==> src/rtl/numlock_param_sm.sv <==
// Parametrised press-then-release number lock with a timed open window and failed-attempt lockout.
// Define NUMLOCK_PROG_EN to add in-field reprogramming of the code (prog input, code_out output).
module numlock_param_sm #(
  parameter int unsigned           CODE_LEN       = 4,
  parameter logic [CODE_LEN-1:0]   CODE           = 4'b1011,
  parameter int unsigned           OPEN_CYCLES    = 8,
  parameter int unsigned           MAX_FAILS      = 3,
  parameter int unsigned           LOCKOUT_CYCLES = 16
) (
  input  logic                Clk,
  input  logic                reset,
  input  logic                u,
  input  logic                z,
`ifdef NUMLOCK_PROG_EN
  input  logic                prog,
  output logic [CODE_LEN-1:0] code_out,
`endif
  output logic [2:0]          state,
  output logic [4:0]          digit_idx,
  output logic [3:0]          fail_cnt,
  output logic                unlock,
  output logic                bad,
  output logic                locked_out
);

  localparam int unsigned TimerMaxA = (OPEN_CYCLES > LOCKOUT_CYCLES) ? OPEN_CYCLES
                                                                     : LOCKOUT_CYCLES;
  localparam int unsigned TimerMax  = (TimerMaxA > 2) ? TimerMaxA : 2;
  localparam int unsigned TimerW    = $clog2(TimerMax);

  typedef enum logic [2:0] {
    StEntry   = 3'd0,
    StWaitRel = 3'd1,
    StOpening = 3'd2,
    StBad     = 3'd3,
    StLockout = 3'd4,
    StProg    = 3'd5,
    StProgRel = 3'd6
  } state_e;

  state_e              state_q, state_d;
  logic [4:0]          digit_idx_q, digit_idx_d;
  logic [3:0]          fail_cnt_q, fail_cnt_d;
  logic [TimerW-1:0]   timer_q, timer_d;
  logic                unlock_q, bad_q, locked_out_q;
  logic [CODE_LEN-1:0] code_reg;
  logic [CODE_LEN-1:0] code_shift;
  logic                exp_bit;
  logic                pressed, both, released;

`ifdef NUMLOCK_PROG_EN
  logic [CODE_LEN-1:0] code_q, code_d;
  logic [CODE_LEN-1:0] sh_q, sh_d;
  assign code_reg = code_q;
  assign code_out = code_q;
`else
  assign code_reg = CODE;
`endif

  assign pressed  = u ^ z;
  assign both     = u & z;
  assign released = ~u & ~z;

  // Left-align the expected digit so the MSB of the shifted code is always the one to match.
  assign code_shift = code_reg << digit_idx_q;
  assign exp_bit    = code_shift[CODE_LEN-1];

  always_comb begin
    state_d     = state_q;
    digit_idx_d = digit_idx_q;
    fail_cnt_d  = fail_cnt_q;
    timer_d     = timer_q;
`ifdef NUMLOCK_PROG_EN
    code_d      = code_q;
    sh_d        = sh_q;
`endif
    case (state_q)
      StEntry: begin
        if (both) begin
          state_d     = StBad;
          digit_idx_d = 5'd0;
        end else if (pressed) begin
          if (u == exp_bit) begin
            state_d     = StWaitRel;
            digit_idx_d = digit_idx_q + 5'd1;
          end else begin
            state_d     = StBad;
            digit_idx_d = 5'd0;
          end
        end
      end
      StWaitRel: begin
        if (released) begin
          if (digit_idx_q == 5'(CODE_LEN)) begin
            state_d     = StOpening;
            timer_d     = TimerW'(OPEN_CYCLES - 1);
            fail_cnt_d  = 4'd0;
            digit_idx_d = 5'd0;
          end else begin
            state_d = StEntry;
          end
        end
      end
      StOpening: begin
`ifdef NUMLOCK_PROG_EN
        if (prog) begin
          state_d     = StProg;
          digit_idx_d = 5'd0;
        end else
`endif
        if (timer_q == '0) begin
          state_d = StEntry;
        end else begin
          timer_d = timer_q - TimerW'(1);
        end
      end
      StBad: begin
        digit_idx_d = 5'd0;
        if (released) begin
          if (({28'd0, fail_cnt_q} + 32'd1) == MAX_FAILS) begin
            state_d    = StLockout;
            timer_d    = TimerW'(LOCKOUT_CYCLES - 1);
            fail_cnt_d = 4'd0;
          end else begin
            state_d    = StEntry;
            fail_cnt_d = fail_cnt_q + 4'd1;
          end
        end
      end
      StLockout: begin
        if (timer_q == '0) begin
          state_d = StEntry;
        end else begin
          timer_d = timer_q - TimerW'(1);
        end
      end
`ifdef NUMLOCK_PROG_EN
      StProg: begin
        if (both) begin
          state_d     = StEntry;
          digit_idx_d = 5'd0;
        end else if (pressed) begin
          sh_d        = sh_q << 1;
          sh_d[0]     = u;
          digit_idx_d = digit_idx_q + 5'd1;
          state_d     = StProgRel;
        end
      end
      StProgRel: begin
        if (released) begin
          if (digit_idx_q == 5'(CODE_LEN)) begin
            code_d      = sh_q;
            digit_idx_d = 5'd0;
            state_d     = StEntry;
          end else begin
            state_d = StProg;
          end
        end
      end
`endif
      default: begin
        state_d     = StEntry;
        digit_idx_d = 5'd0;
      end
    endcase
  end

  always_ff @(posedge Clk) begin
    if (reset) begin
      state_q      <= StEntry;
      digit_idx_q  <= 5'd0;
      fail_cnt_q   <= 4'd0;
      timer_q      <= '0;
      unlock_q     <= 1'b0;
      bad_q        <= 1'b0;
      locked_out_q <= 1'b0;
`ifdef NUMLOCK_PROG_EN
      code_q       <= CODE;
      sh_q         <= '0;
`endif
    end else begin
      state_q      <= state_d;
      digit_idx_q  <= digit_idx_d;
      fail_cnt_q   <= fail_cnt_d;
      timer_q      <= timer_d;
      unlock_q     <= (state_d == StOpening);
      bad_q        <= (state_d == StBad);
      locked_out_q <= (state_d == StLockout);
`ifdef NUMLOCK_PROG_EN
      code_q       <= code_d;
      sh_q         <= sh_d;
`endif
    end
  end

  assign state      = state_q;
  assign digit_idx  = digit_idx_q;
  assign fail_cnt   = fail_cnt_q;
  assign unlock     = unlock_q;
  assign bad        = bad_q;
  assign locked_out = locked_out_q;

endmodule

==> config.mk <==
export PLATFORM = sky130hd
export DESIGN_NAME = numlock_param_sm
export DESIGN_NICKNAME = d
export VERILOG_FILES = /design/src/rtl/numlock_param_sm.sv
export SDC_FILE = /design/constraint.sdc
export NUM_CORES = 1
export LEC_CHECK = 0
export ABC_AREA = 1
export CAP_MARGIN = 20
export CORE_ASPECT_RATIO = 1.4
export CORE_MARGIN = 1.5
export CORE_UTILIZATION = 50
export DETAILED_ROUTE_END_ITERATION = 7
export DONT_BUFFER_PORTS = 1
export PLACE_DENSITY = 0.66
export SYNTH_ARGS = -nofsm -noshare
export SYNTH_HDL_FRONTEND = slang
export SYNTH_SLANG_ARGS = --single-unit
==> constraint.sdc <==
create_clock -name Clk -period 1.8 [get_ports Clk]
set_input_delay 0 -clock Clk [delete_from_list [all_inputs] [get_ports Clk]]
set_output_delay 0 -clock Clk [all_outputs]
set_load 0.005 [all_outputs]
* Word level (Yosys, flattened, before mapping)
Cells that the tools add are included.
Cells by class: add/subtract/negate cells 4, equal/unequal tests 16, shifts and indexed selects 1, mux-type cells 26, bitwise logic cells 6, reductions and logical operators 8
Operators by type and width (number):
- $mux W4 | 9
- $mux W5 | 5
- $mux W3 | 6
- $pmux W5 S3 | 1
- $eq A3 B2 Y1 const B | 4
- $pmux W3 S4 | 1
- $pmux W4 S3 | 1
- $ne A2 B2 Y1 const B | 5
- $pmux W4 S2 | 1
- $reduce_and A4 Y1 | 2
- $eq A3 B3 Y1 const B | 2
- $reduce_and A6 Y1 | 1
- $add A4 B1 Y5 const B | 1
- $add A5 B1 Y5 const B | 1
- $eq A5 B2 Y1 const B | 1
- $eq A5 B3 Y1 const B | 1
- $shl A4 B5 Y4 const A | 1
- $add A4 B1 Y4 const B | 1
- $logic_not A4 Y1 | 1
- $mux W2 | 2
- $sub A4 B1 Y4 const B | 1
- $eq A3 B1 Y1 const B | 1
- $logic_not A3 Y1 | 1
- $ne A3 B3 Y1 const B | 1
- 7 further kinds | 10
Word-level totals: register bits after elaboration 19, output and inout bits 15

* Longest topological paths before layout
word-level depth 7, mapped depth 11, mapped depth without buffers 11

* Worst setup path before layout
OpenSTA, ideal clock, no wires.
kind register -> register, from register digit_idx_q[0] (netlist: digit_idx[0]), to register bad_q (netlist: bad), setup time 124 ps, arrival time 1253 ps, required time 1676 ps, setup slack 423 ps, stages on the path, launching flop included 10, cells stage by stage dfxtp_1 -> inv_1 -> ha_1 -> nand3_1 -> nor2_2 -> nand2_1 -> nor3b_1 -> nand2_1 -> nand2_1 -> nor2_1
On the way: word-level cells in the longest chain between the ends 7, elaborated cells between the ends (all ways) 10, classes of those cells eq/ne (3); shift (1); mux (6)
Ends and longest elaborated chain:
- from (decl) | line 42 | logic [4:0] digit_idx_q, digit_idx_d;
- from (signal assigned) | line 183 | digit_idx_q <= digit_idx_d;
- $shl A4 B5 Y4 | line 65 | assign code_shift = code_reg << digit_idx_q;
- $eq A1 B1 Y1 | line 83 | if (u == exp_bit) begin
- $mux W2 | line 83
- $mux W3 | line 82 | end else if (pressed) begin
- $mux W3 | line 79 | if (both) begin
- $pmux W3 S4 (*) | line 77 | case (state_q)
- $eq A3 B2 Y1 (*) | line 187 | bad_q <= (state_d == StBad);
- to (signal assigned) | line 187
- to (decl) | line 45 | logic unlock_q, bad_q, locked_out_q;
Every way passes the cells marked *; elsewhere a longest branch is shown, timed or not. A chain may end at the register's enable or synchronous reset.

* Worst setup path in the final report
from register digit_idx_q[0] (netlist: digit_idx[0]), to register unlock_q (netlist: unlock)
On the way: word-level cells in the longest chain between the ends 7, elaborated cells between the ends (all ways) 10, classes of those cells eq/ne (3); shift (1); mux (6)
Ends and longest elaborated chain:
- $shl A4 B5 Y4 | line 65
- $eq A1 B1 Y1 | line 83
- $mux W2 | line 83
- $mux W3 | line 82
- $mux W3 | line 79
- $pmux W3 S4 (*) | line 77
- $eq A3 B2 Y1 (*) | line 186 | unlock_q <= (state_d == StOpening);
- to (signal assigned) | line 186
- to (decl) | line 45
Marks and branches as above.

==> impl_metrics.toml <==
[placed_design]
dpl_cell_area_um2 = 1299
dp_hpwl_um = 2022
gp_congestion = 0.7773
place.port_buffers = 0
placed_cells = 215

[job]
cap_violations = 0

[timing]
finalSetupTns_ns = 0
worstMarginPinSlew_ns = 0.3694
post-route-period-util_pct = 84.74
rsz0062_at_grt = "false"
skew_ns = 0.003273
maxSlewViolCount = 0
relSlewSlack_pct = 75.35
setup_viol_count_final = 0
period_needed_ns = 1.525
clock.fmax_mhz = 655.6
finalHoldViolations = 0

[global_route]
grt_pass1_vias = 1054
overflow = 0
track_usage_pct = 19.62
grt_max_degree = 13
grt_antenna_before_repair = 0
grt_pass1_wl_um = 4264

[synthesis]
synth-main-ff-cell = "dfxtp_1"
synth_area_leaders = "dfxtp_1 (30%), nand2_1 (11%), ha_1 (8.9%), nor2_1 (6.8%), inv_1 (6.2%)"
syn_area_per_cell_um2 = 6.912
yosysTopAreaCellShare_pct = 30.07
seq_area_frac_synth_pct = 30.07
async_reset_ff_share_pct = 0
synth_edf_count = 0
synth_nets = 196
yosysUniqueCellTypes = 28
syn_area_um2 = 1265
synthCells = 183
synth-seq-cells = 19
synth_top_cell_by_area = "dfxtp_1"
yosys_warnings = 0

[cts]
cts_buffers = 3
cts-root-buf = "clkbuf_4"
ctsLongestPathBuffers = 2
post_cts_buffers = 0
cts_resized = 0
htreeDepth = 1
clock_sinks = 19
tritoncts = "done"
cts.clk_slew.worst_paths_ns = 0.11
insertion_delay_ns = 0.30

[setup_path]
worstPathArrival_ns = 1.72
cp_max_fo = 5
crit_type = "flop to flop"
start_kind = "flop"
worst_setup_path_end_kind = "flop"
required_ns = 2.00

[floorplan]
die-area_um2 = 2845
ios = 19
fp.coreArea_um2 = 2391
rows = 21
die-height_um = 62.52
initial_core_util_pct = 52.90
die_w_um = 45.51

[drt]
viasPerCell = 5.041
drc = 0
via_count = 1109
ant_nets = 0
wl_per_cell_um = 11.32
firstDrtPassIters = 4
drt_iter0_drc = 21
wirelength_um = 2490

[outcome]
status = "finished, final reports clean"

[layout]
fillers = 241
multiInputGateArea_um2 = 762.0
final_cell_mix = "nand2_1 (37), nor2_1 (23), inv_1 (21)"
final_nets = 200
drive_above_1_share_pct = 16.67
n_antenna_cell = 0
layout_commonest_cell = "nand2_1"
seq_area_um2 = 380.4
finalInstanceArea_um2 = 1336
syn2layout_area_growth_pct = 5.638
instances_no_fill = 220

[power]
powerDensity_nw_per_um2 = 1006
power.total_mw = 1.344
vdd_ir_drop_max_v = 0.0005154
p_leak_nw = 0.6134

[min_path]
hp-class = "primary input to flop"
-- cell families (layout without fill, tap and decap cells) --
| logic type | after synthesis | in the layout | synth area share (%) |
|---|---|---|---|
| XOR/XNOR | 3 | 3 | 2.078 |
| flip-flops | 19 | 19 | 30.07 |
| buffers and inverters | 32 | 35 | 9.693 |
| adder cells (fa/ha/maj) | 9 | 9 | 8.902 |
| AND/OR/NAND/NOR | 95 | 95 | 37.78 |
| AO/OA/AOI/OAI | 25 | 25 | 11.47 |
-- metal layers --
layer / vias to the layer above / wire, um / global-route usage (%)
li1: 586 / - / -
met1: 503 / 962 / 19.00
met2: 16 / 1404 / 37.50
met3: 4 / 86 / 4.913
met4: 0 / 37 / 5.515
met5: - / 0 / 0
-- final timing paths --
check | slack [ns] | end | cells past startpoint | start
worst min-delay path | 0.04 | timer_q[0] | 3 | reset
worst min register to register | 0.48 | timer_q[1] | 2 | timer_q[1]
worst max register to register | 0.27 | unlock | 9 | digit_idx[0]
worst max-delay path | 0.27 | unlock | 9 | digit_idx[0]
-- layout make-up --
type / count / area share [%]
clock buffers: 3 / 1.685
clock inverters: 1 / 0.3745
inverters: 30 / 8.521
multi-input cells: 132 / 57.02
flip-flops and latches: 19 / 28.46
well taps: 34 / 3.184
repair buffers: 1 / 0.7491
-- repair_timing --
item | 4_1_cts | 5_1_grt
endpoints found under the hold margin | 7 | 0
endpoints found under the setup margin | 0 | 0
hold buffers | 1 | 0
-- cells in the mapped netlist (all sizes together) (2+ instances only) --
cell type	instances
nand4	4
xor2	2
dfxtp	19
nand3b	2
nor2	30
nand3	16
o21ai	10
inv	29
nand2	42
a21oi	12
ha	9
o211a	2
-- flip-flops by register name, indices dropped and copies added (netlist names) --
| name | flops |
|---|---|
| bad | 1 |
| digit_idx | 5 |
| fail_cnt | 4 |
| locked_out | 1 |
| state | 3 |
| timer_q | 4 |
| unlock | 1 |
-- stage by stage --
stage	setup WS (ns)	util (%)	hold slack (ns)
floorplan	0.4227	-	0.2799
global route	0.04639	55.89	0.06045
finish	0.2747	55.89	0.04175
CTS	0.2549	55.89	0.03410
detailed placement	0.2921	54.32	0.07269
global placement	0.3514	54.32	0.07061
-- critical path, stage by stage, from the launching register on --
cell and delay, ns:
dfxtp_1 0.43, inv_1 0.10, ha_1 0.20, nand3_1 0.09, nor2_2 0.05, nand2_1 0.09
nor3b_1 0.25, nand2_1 0.11, nand2_1 0.08, nor2_1 0.04
-- power by group --
group | switching (mW) | internal [mW]
combinational | 0.375 | 0.209
clock | 0.134 | 0.0828
sequential | 0.0606 | 0.483
total | 0.569 | 0.775
Note: power is estimated with default switching activity, not from simulation.
